**src/rtl/mips_defs.sv**
```systemverilog
// Shared register-file definitions for the integer pipeline.
// Widths and the hardwired-zero register index.
package mips_defs;
  localparam int DATA_W = 32;
  localparam int REG_ADDR_W = 5;
  localparam logic [REG_ADDR_W-1:0] REG_ZERO = 5'd0;
endpackage

```
**src/rtl/wb_aux_fifo.sv**
```systemverilog
// Small synchronous FIFO buffering out-of-order aux results.
// Caller guarantees no push when full and no pop when empty.
module wb_aux_fifo #(
  parameter int W = 37,
  parameter int DEPTH = 2,
  localparam int PW = $clog2(DEPTH),
  localparam int CW = PW + 1
) (
  input  logic          clk,
  input  logic          rst,
  input  logic          push,
  input  logic          pop,
  input  logic [W-1:0]  din,
  output logic          full,
  output logic          empty,
  output logic [W-1:0]  head,
  output logic [CW-1:0] count
);
  logic [W-1:0]  mem [DEPTH];
  logic [PW-1:0] rptr;
  logic [PW-1:0] wptr;

  assign full  = count == CW'(DEPTH);
  assign empty = count == '0;
  assign head  = mem[rptr];

  always_ff @(posedge clk) begin
    if (push) mem[wptr] <= din;
  end

  // Pointers wrap naturally since DEPTH is a power of two.
  always_ff @(posedge clk) begin
    if (!rst) begin
      rptr  <= '0;
      wptr  <= '0;
      count <= '0;
    end else begin
      if (push) wptr <= wptr + 1'b1;
      if (pop)  rptr <= rptr + 1'b1;
      unique case ({push, pop})
        2'b10:   count <= count + CW'(1);
        2'b01:   count <= count - CW'(1);
        default: count <= count;
      endcase
    end
  end
endmodule

```
**src/rtl/wb_arbiter.sv**
```systemverilog
// Writeback arbiter: merges pipe and buffered aux results onto the
// register-file write port, with a starvation guard for aux.
module wb_arbiter
  import mips_defs::*;
#(
  parameter int DATA_W = mips_defs::DATA_W,
  parameter int ADDR_W = REG_ADDR_W,
  parameter int AUX_DEPTH = 2,
  parameter int STARVE_MAX = 4
) (
  input  logic              clk,
  input  logic              rst,
  input  logic              pipe_valid,
  input  logic [ADDR_W-1:0] pipe_waddr,
  input  logic [DATA_W-1:0] pipe_wdata,
  output logic              pipe_stall,
  input  logic              aux_valid,
  output logic              aux_ready,
  input  logic [ADDR_W-1:0] aux_waddr,
  input  logic [DATA_W-1:0] aux_wdata,
  output logic              aux_pending,
  output logic              we,
  output logic [ADDR_W-1:0] waddr,
  output logic [DATA_W-1:0] wdata
);
  localparam int CW = $clog2(AUX_DEPTH) + 1;
  localparam int SW = $clog2(STARVE_MAX + 1);
  localparam int EW = ADDR_W + DATA_W;

  logic              push;
  logic              pop;
  logic              full;
  logic              empty;
  logic              force_aux;
  logic              take_pipe;
  logic [EW-1:0]     head;
  logic [CW-1:0]     count;
  logic [SW-1:0]     starve;
  logic [ADDR_W-1:0] head_addr;
  logic [DATA_W-1:0] head_data;

  wb_aux_fifo #(
    .W    (EW),
    .DEPTH(AUX_DEPTH)
  ) u_fifo (
    .clk  (clk),
    .rst  (rst),
    .push (push),
    .pop  (pop),
    .din  ({aux_waddr, aux_wdata}),
    .full (full),
    .empty(empty),
    .head (head),
    .count(count)
  );

  assign {head_addr, head_data} = head;

  assign force_aux   = starve == SW'(STARVE_MAX);
  assign aux_ready   = rst & ~full;
  assign aux_pending = count != '0;
  assign push        = aux_valid & aux_ready;
  assign pop         = rst & ~empty
                     & (force_aux | ~pipe_valid);
  assign take_pipe   = rst & pipe_valid & ~pop;
  // A pop while pipe is valid only happens when aux is forced.
  assign pipe_stall  = pipe_valid & pop;

  always_ff @(posedge clk) begin
    if (!rst) begin
      starve <= '0;
    end else if (pop || empty) begin
      starve <= '0;
    end else if (take_pipe && !force_aux) begin
      starve <= starve + SW'(1);
    end
  end

  always_ff @(posedge clk) begin
    if (!rst) begin
      we    <= 1'b0;
      waddr <= '0;
      wdata <= '0;
    end else begin
      unique case (1'b1)
        pop: begin
          we    <= head_addr != ADDR_W'(REG_ZERO);
          waddr <= head_addr;
          wdata <= head_data;
        end
        take_pipe: begin
          we    <= pipe_waddr != ADDR_W'(REG_ZERO);
          waddr <= pipe_waddr;
          wdata <= pipe_wdata;
        end
        default: we <= 1'b0;
      endcase
    end
  end
endmodule

```
**config.mk**
```make
export PLATFORM = sky130hd
export DESIGN_NAME = wb_arbiter
export DESIGN_NICKNAME = d
export VERILOG_FILES = /design/src/rtl/mips_defs.sv /design/src/rtl/wb_aux_fifo.sv /design/src/rtl/wb_arbiter.sv
export SDC_FILE = /design/constraint.sdc
export NUM_CORES = 1
export LEC_CHECK = 0
export CELL_PAD_IN_SITES_DETAIL_PLACEMENT = 0
export CELL_PAD_IN_SITES_GLOBAL_PLACEMENT = 1
export CORE_MARGIN = 10
export CORE_UTILIZATION = 40
export DETAILED_ROUTE_END_ITERATION = 10
export PLACE_DENSITY = 0.89
export REMOVE_ABC_BUFFERS = 1
export SLEW_MARGIN = 5
export SYNTH_ARGS = -nofsm -noshare
export SYNTH_HDL_FRONTEND = slang
export SYNTH_HIERARCHICAL = 1
export SYNTH_SLANG_ARGS = --single-unit
```
**constraint.sdc**
```tcl
create_clock -name clk -period 3.9 [get_ports clk]
set_input_delay 0.975 -clock clk [delete_from_list [all_inputs] [get_ports clk]]
set_output_delay 0.975 -clock clk [all_outputs]
set_load 0.02 [all_outputs]
```
Word level (Yosys, flattened, before mapping)
Memories as Yosys holds them, arrays and structs flattened. A register that Yosys moved wholly into a read port is not among the register bits.
Index checks and enable logic that the tools add are counted.
{"block": "op_classes", "add_sub_neg": 5, "multipliers": 0, "div": 0, "magnitude_cmp": 0, "eq_ne": 4, "shift": 0, "muxes": 8, "bitwise_logic": 13, "n_reduce_logical": 10}
{"cell": "32-bit case mux with 2 select lines", "count": 1}
{"cell": "5-bit case mux with 2 select lines", "count": 1}
{"cell": "5-bit nonzero test", "count": 2}
{"cell": "1-bit bitwise AND", "count": 7}
{"cell": "2-bit nonzero test", "count": 3}
{"cell": "1-bit inverter", "count": 5}
{"cell": "2-bit == test, second input constant", "count": 2}
{"cell": "1-bit two-way mux", "count": 4}
{"cell": "2-bit case mux with 2 select lines", "count": 1}
{"cell": "3-bit by 1-bit adder with 3-bit output, second input constant", "count": 1}
{"cell": "3-bit == test, second input constant", "count": 1}
{"cell": "1-bit adder, second input constant", "count": 2}
{"cell": "2-bit by 1-bit adder with 2-bit output, second input constant", "count": 1}
{"cell": "2-bit by 1-bit == test with 1-bit output, second input constant", "count": 1}
{"cell": "2-bit logical NOT", "count": 1}
{"cell": "1-bit case mux with 2 select lines", "count": 1}
{"cell": "2-bit OR reduction", "count": 1}
{"cell": "2-bit by 1-bit subtractor with 2-bit output, second input constant", "count": 1}
{"cell": "1-bit logical AND", "count": 1}
{"cell": "1-bit logical NOT", "count": 1}
{"cell": "1-bit logical OR", "count": 1}
{"cell": "1-bit bitwise OR", "count": 1}
{"block": "totals", "ff_bits": 45, "latchBits": 0, "ram_bits": 74, "romBits": 0, "out_inout_bits": 41, "elab_cells": 48, "mem_count": 1}
{"name": "u_fifo.mem", "words": 2, "width": 37, "rd": 1, "rd_ports_with_merged_regs": 1, "wr": 1, "line_no": "wb_aux_fifo.sv:19", "rtl": "logic [W-1:0] mem [DEPTH];"}

Logic depth before layout (Yosys ltp)
{"block": "logic_depth", "depth_word": 7, "ltp_mapped": 9, "mapped_depth_nobuf": 8}

Modules after synthesis
The synthesis kept the hierarchy.
{"module": "wb_aux_fifo", "instances": 1, "cells_per_inst": 137, "area_each_um2": 2882.8}
{"module": "wb_arbiter", "instances": 1, "cells_per_inst": 258, "area_each_um2": 2306.0}

Worst setup path before layout
OpenSTA, ideal clock, no wires.
{"block": "synth_timing", "path_kind": "input to register", "from": "input rst", "to": "memory u_fifo.mem[0][0], enable pin", "setup_time_ns": 0.433, "arrival_time_ns": 3.514, "required_time_ns": 3.467, "path_slack_ns": -0.047, "cell_stages": 6, "n_path_buf": 2, "cell_sequence": "buf_2 -> buf_4 -> nor2b_1 -> and2_1 -> inv_1 -> nor2_1"}
{"block": "synth_between", "elab_chain_len": 4}
{"element": "start: declaration", "line_no": "wb_arbiter.sv:12", "rtl": "input logic rst,"}
{"element": "1-bit bitwise AND", "line_no": "wb_arbiter.sv:60", "rtl": "assign aux_ready = rst & ~full;"}
{"element": "named net aux_ready", "line_no": "wb_arbiter.sv:18", "rtl": "output logic aux_ready,"}
{"element": "1-bit bitwise AND", "line_no": "wb_arbiter.sv:62", "rtl": "assign push = aux_valid & aux_ready;"}
{"element": "named net push", "line_no": "wb_arbiter.sv:30", "rtl": "logic push;"}
{"element": "1-bit two-way mux", "line_no": "wb_aux_fifo.sv:28", "rtl": "if (push) mem[wptr] <= din;"}
{"element": "1-bit two-way mux (implied by the code)", "line_no": "wb_aux_fifo.sv:28"}
{"element": "end: declaration", "line_no": "wb_aux_fifo.sv:19"}
The timed path passes the listed nets, and every way through them passes these cells.

Final worst setup path
{"block": "layout_timing", "from": "input rst", "to": "output pipe_stall"}
{"block": "layout_between", "elab_chain_len": 3}
{"element": "1-bit bitwise AND", "line_no": "wb_arbiter.sv:63", "rtl": "assign pop = rst & ~empty"}
{"element": "1-bit bitwise AND", "line_no": "wb_arbiter.sv:64", "rtl": "& (force_aux | ~pipe_valid);"}
{"element": "named net pop", "line_no": "wb_arbiter.sv:31", "rtl": "logic pop;"}
{"element": "1-bit bitwise AND", "line_no": "wb_arbiter.sv:67", "rtl": "assign pipe_stall = pipe_valid & pop;"}
{"element": "end: declaration", "line_no": "wb_arbiter.sv:16", "rtl": "output logic pipe_stall,"}
The timed path passes the listed nets, and every way through them passes these cells.

==> impl.org <==
** CTS
- The number of gates resized after CTS was 0.
- Number of buffers on the longest clock path :: 2
- Clock tree from TritonCTS :: done
- In this run the clock root is driven by a sky130_fd_sc_hd__clkbuf_16.
- After clock tree synthesis, the flow added hold-fix buffers numbering 0.
- Clock latency on the worst-skew pair, taken at its later pin, is 410 ps.
- The clock drives 120 sinks.
- Maximum level of the CTS H-tree :: 4
- The number of clock buffers added by TritonCTS is 17.
- In this run the post-CTS setup repair buffer count came out at 0.
- Clock-pin slew reported for the worst setup and hold paths after clock tree synthesis :: around 50 ps

** Cells and area
- Fraction of layout cells with a size suffix above 1 :: 0.160
- At the end of the flow, the number of nets in the layout was between 500 and 600.
- The filler cells instantiated in the layout total roughly 1,100.
- Summing all multi-input logic gate instances after layout gives 1650 µm².
- Area of all placed cells without fillers :: slightly below 7000 µm²
- Synth-to-layout area growth :: 31.3%
- Footprint of the flip-flops and latches :: around 3100 µm²
- Utilization after layout :: 0.537

** Routing
- Routed WL per cell :: around 19 µm
- Count of antenna-violating nets left after detailed routing :: 0
- Routed WL :: between 10,000 and 15,000 µm
- Initial detailed-routing violation count :: 235
- Post-detailed-route via-to-cell ratio :: approximately 5.4
- Pre-Repair DR Iteration Count :: 4
- Total vias in the final route :: approximately 3,700
- For this run, design rule violations remaining after detail routing come to 0.

** Critical path
- Along the worst path, the maximum fanout reaches 4.
- Worst flop-to-flop path startpoint :: u_fifo/count[0]
- STA classifies the critical path endpoint as an output port.
- In this run the register-to-register setup slack is about 1700 ps.
- Worst setup path category :: in2out
- Required @ worst endpoint :: ~2900 ps
- The endpoint identified for the worst register-to-register timing path is u_fifo/mem[1][24].
- R2R cell count :: 5
- For the worst setup path, the data arrival time is between 2000 and 2500 ps.
- The worst setup path is launched from a primary input.

** GRT
- The number of global-route vias before repair is approximately 4,000.
- The first global-routing pass estimated 20,800 µm of wire.
- Maximum number of pins on one net before global-route repair :: 82
- The number of antenna violations at the first check in global routing was 1.
- GRT overflow :: 0
- Global-route usage over all layers :: 0.149

** Timing
- Setup repair after global routing left no endpoint under its margin.
- Setup violations remaining at the end of the flow were counted as 0.
- In the finished design, the share of the clock period the worst path needs comes to 0.839.
- For the pin with the worst max-slew slack, the measured transition is approximately 950 ps.
- For this run, the top clock speed supported by timing is ~300 MHz.
- The final number of hold-violating endpoints is 0.
- After routing, the total negative slack on setup checks comes to 0 ps.
- Shortest period the worst path allows :: 3270 ps
- Clock Skew :: 9.60 ps
- The number of slew-limit violations in the final report came to 0.
- Worst Setup Slack, final :: 628 ps
- On the final layout, the worst hold slack is 465 ps.
- Headroom to the max-slew limit came out at 0.370.

** Worst hold path
- Hold path depth :: 1
- Origin of the worst min-delay path :: starve[0]
- The worst hold path terminates at starve[0].
- The path class of the tightest hold or removal check is reg2reg.

** Floorplan
- Core area :: roughly 13,000 µm²
- Row cnt :: 41
- Initial Utilization :: 0.409
- The die is approximately 130 µm tall.
- In this run the count of I/O pins placed on the die edge is ~120.
- The die covers approximately 18,000 µm².
- Measured along the x axis, the die boundary spans roughly 130 µm.

** Status
- The flow ran to the end, and the final reports show no timing, DRC or antenna violations.

** Yosys
- Of the post-synthesis cell area, the dominant cell type holds 0.428.
- Count of mapped cells out of synthesis :: around 400
- Yosys warning count :: 6
- Synthesis inferred 120 register bits.
- Sequential area share after synthesis :: 0.606
- Top cells by area, synth :: sky130_fd_sc_hd__edfxtp_1 (43%), sky130_fd_sc_hd__dfxtp_1 (18%), sky130_fd_sc_hd__mux2_2 (8.0%), sky130_fd_sc_hd__o31ai_1 (5.4%), sky130_fd_sc_hd__a31oi_1 (4.5%)
- EDFF count, synth :: 74
- Predominant post-synthesis flop cell :: sky130_fd_sc_hd__edfxtp_1
- In the post-synthesis netlist, the cell with the most instances is sky130_fd_sc_hd__edfxtp_1.
- The number of different library cells used by synthesis comes to 38.
- Fraction of registers with async set or reset after synthesis :: 0
- Dividing the synthesized area by the synthesized cell count gives roughly 13 µm².
- Library cell with the largest summed area after synthesis :: sky130_fd_sc_hd__edfxtp_1
- Combined area of all synthesized cells :: between 5000 and 6000 µm²
- Top cells by count, synth :: sky130_fd_sc_hd__edfxtp_1 (74), sky130_fd_sc_hd__dfxtp_1 (46)

** Power and ir drop
- The worst-case IR drop observed on VDD is about 0.34 mV.
- Dividing total power by cell area gives a power density of 506 nW/µm².
- Leakage power :: 2.33 nW

** Place
- Prior to clock tree synthesis, the placed netlist has a worst setup slack of a little over 600 ps.
- Instance area after placement :: about 6300 µm²
- # port buffers :: 118
- Detailed placement ended at an HPWL of 8420 µm.
- Final RePlAce weighted congestion :: roughly 0.77

** Run
- Number of max-cap violations :: 0
==> state kept, by name, indices dropped and copies added (netlist names), named ones only <==
| name | cells |
|---|---|
| u_fifo/count | 2 |
| u_fifo/mem | 74 |
| u_fifo/rptr | 1 |
| u_fifo/wptr | 1 |
| waddr | 5 |
| starve | 3 |
| we | 1 |
| wdata | 32 |
==> layout make-up <==
cell class,instances,share of cell area
sequential,120,0.462
multi-input combinational,229,0.242
timing repair buffer,126,0.183
clock buffer,26,0.0718
tap,172,0.0316
clock inverter,5,0.00735
inverter,5,0.00276
antenna,1,0.000367
==> logic make-up (layout without fill, tap and decap cells) <==
kind of cell,after synthesis,after routing,synth area share
multiplexers,38,38,0.0822
flip-flops,120,120,0.606
XOR/XNOR,3,3,0.00506
AND/OR/NAND/NOR,68,68,0.0772
AO/OA/AOI/OAI,117,117,0.144
other,0,1,0
buffers and inverters,46,162,0.0788
adder cells (fa/ha/maj),3,3,0.00723
==> worst max-delay path, cell delays in order <==
cell                              delay (ps)
sky130_fd_sc_hd__buf_2                   130
sky130_fd_sc_hd__and2b_1                 160
sky130_fd_sc_hd__a21boi_1                150
sky130_fd_sc_hd__buf_4                   140
sky130_fd_sc_hd__and2_1                  130
sky130_fd_sc_hd__clkdlybuf4s50_1         610
==> layer usage <==
layer	GRT usage	routed length, µm	up-vias
met3	0.0624	957	2
met2	0.256	6790	129
met4	0.0478	36	0
li1	-	-	1761
met1	0.165	5490	1799
met5	0	0	-
==> report_power, final <==
group	leakage [nW]	switching [mW]	internal, mW	total (mW)
Sequential	1.06	0.0514	1.44	1.49
Clock	0.268	0.485	0.916	1.40
Combinational	0.996	0.280	0.270	0.550
==> stage by stage <==
step | instances | total power, mW
floorplan | 354 | 1.76
detailed placement | 652 | 2.07
global route | 683 | 3.59
finish | 684 | 3.44
global placement | 652 | 2.05
CTS | 683 | 3.49
==> cell usage in the layout (no fill, tap or decap), types with 5 or more instances in the layout <==
cell type	instances
sky130_fd_sc_hd__o21ai_0	14
sky130_fd_sc_hd__dfxtp_1	45
sky130_fd_sc_hd__nand4_1	37
sky130_fd_sc_hd__edfxtp_1	74
sky130_fd_sc_hd__a31oi_1	37
sky130_fd_sc_hd__inv_1	5
sky130_fd_sc_hd__buf_4	7
sky130_fd_sc_hd__clkdlybuf4s50_1	116
sky130_fd_sc_hd__mux2_2	37
sky130_fd_sc_hd__clkbuf_16	17
sky130_fd_sc_hd__nor2_1	8
sky130_fd_sc_hd__and2_1	5
sky130_fd_sc_hd__o31ai_1	37
sky130_fd_sc_hd__o21ai_1	22
sky130_fd_sc_hd__clkbuf_1	6
==> worst max path at each step <==
stage	from	to	slack (ps)	cells past startpoint
CTS	rst	pipe_stall	600	6
detailed placement	rst	pipe_stall	600	6
global placement	rst	pipe_stall	600	6
finish	rst	pipe_stall	630	6
global route	rst	pipe_stall	530	6
floorplan	rst	u_fifo/mem[0][0]	260	4
(Power assumes the default switching activity.)
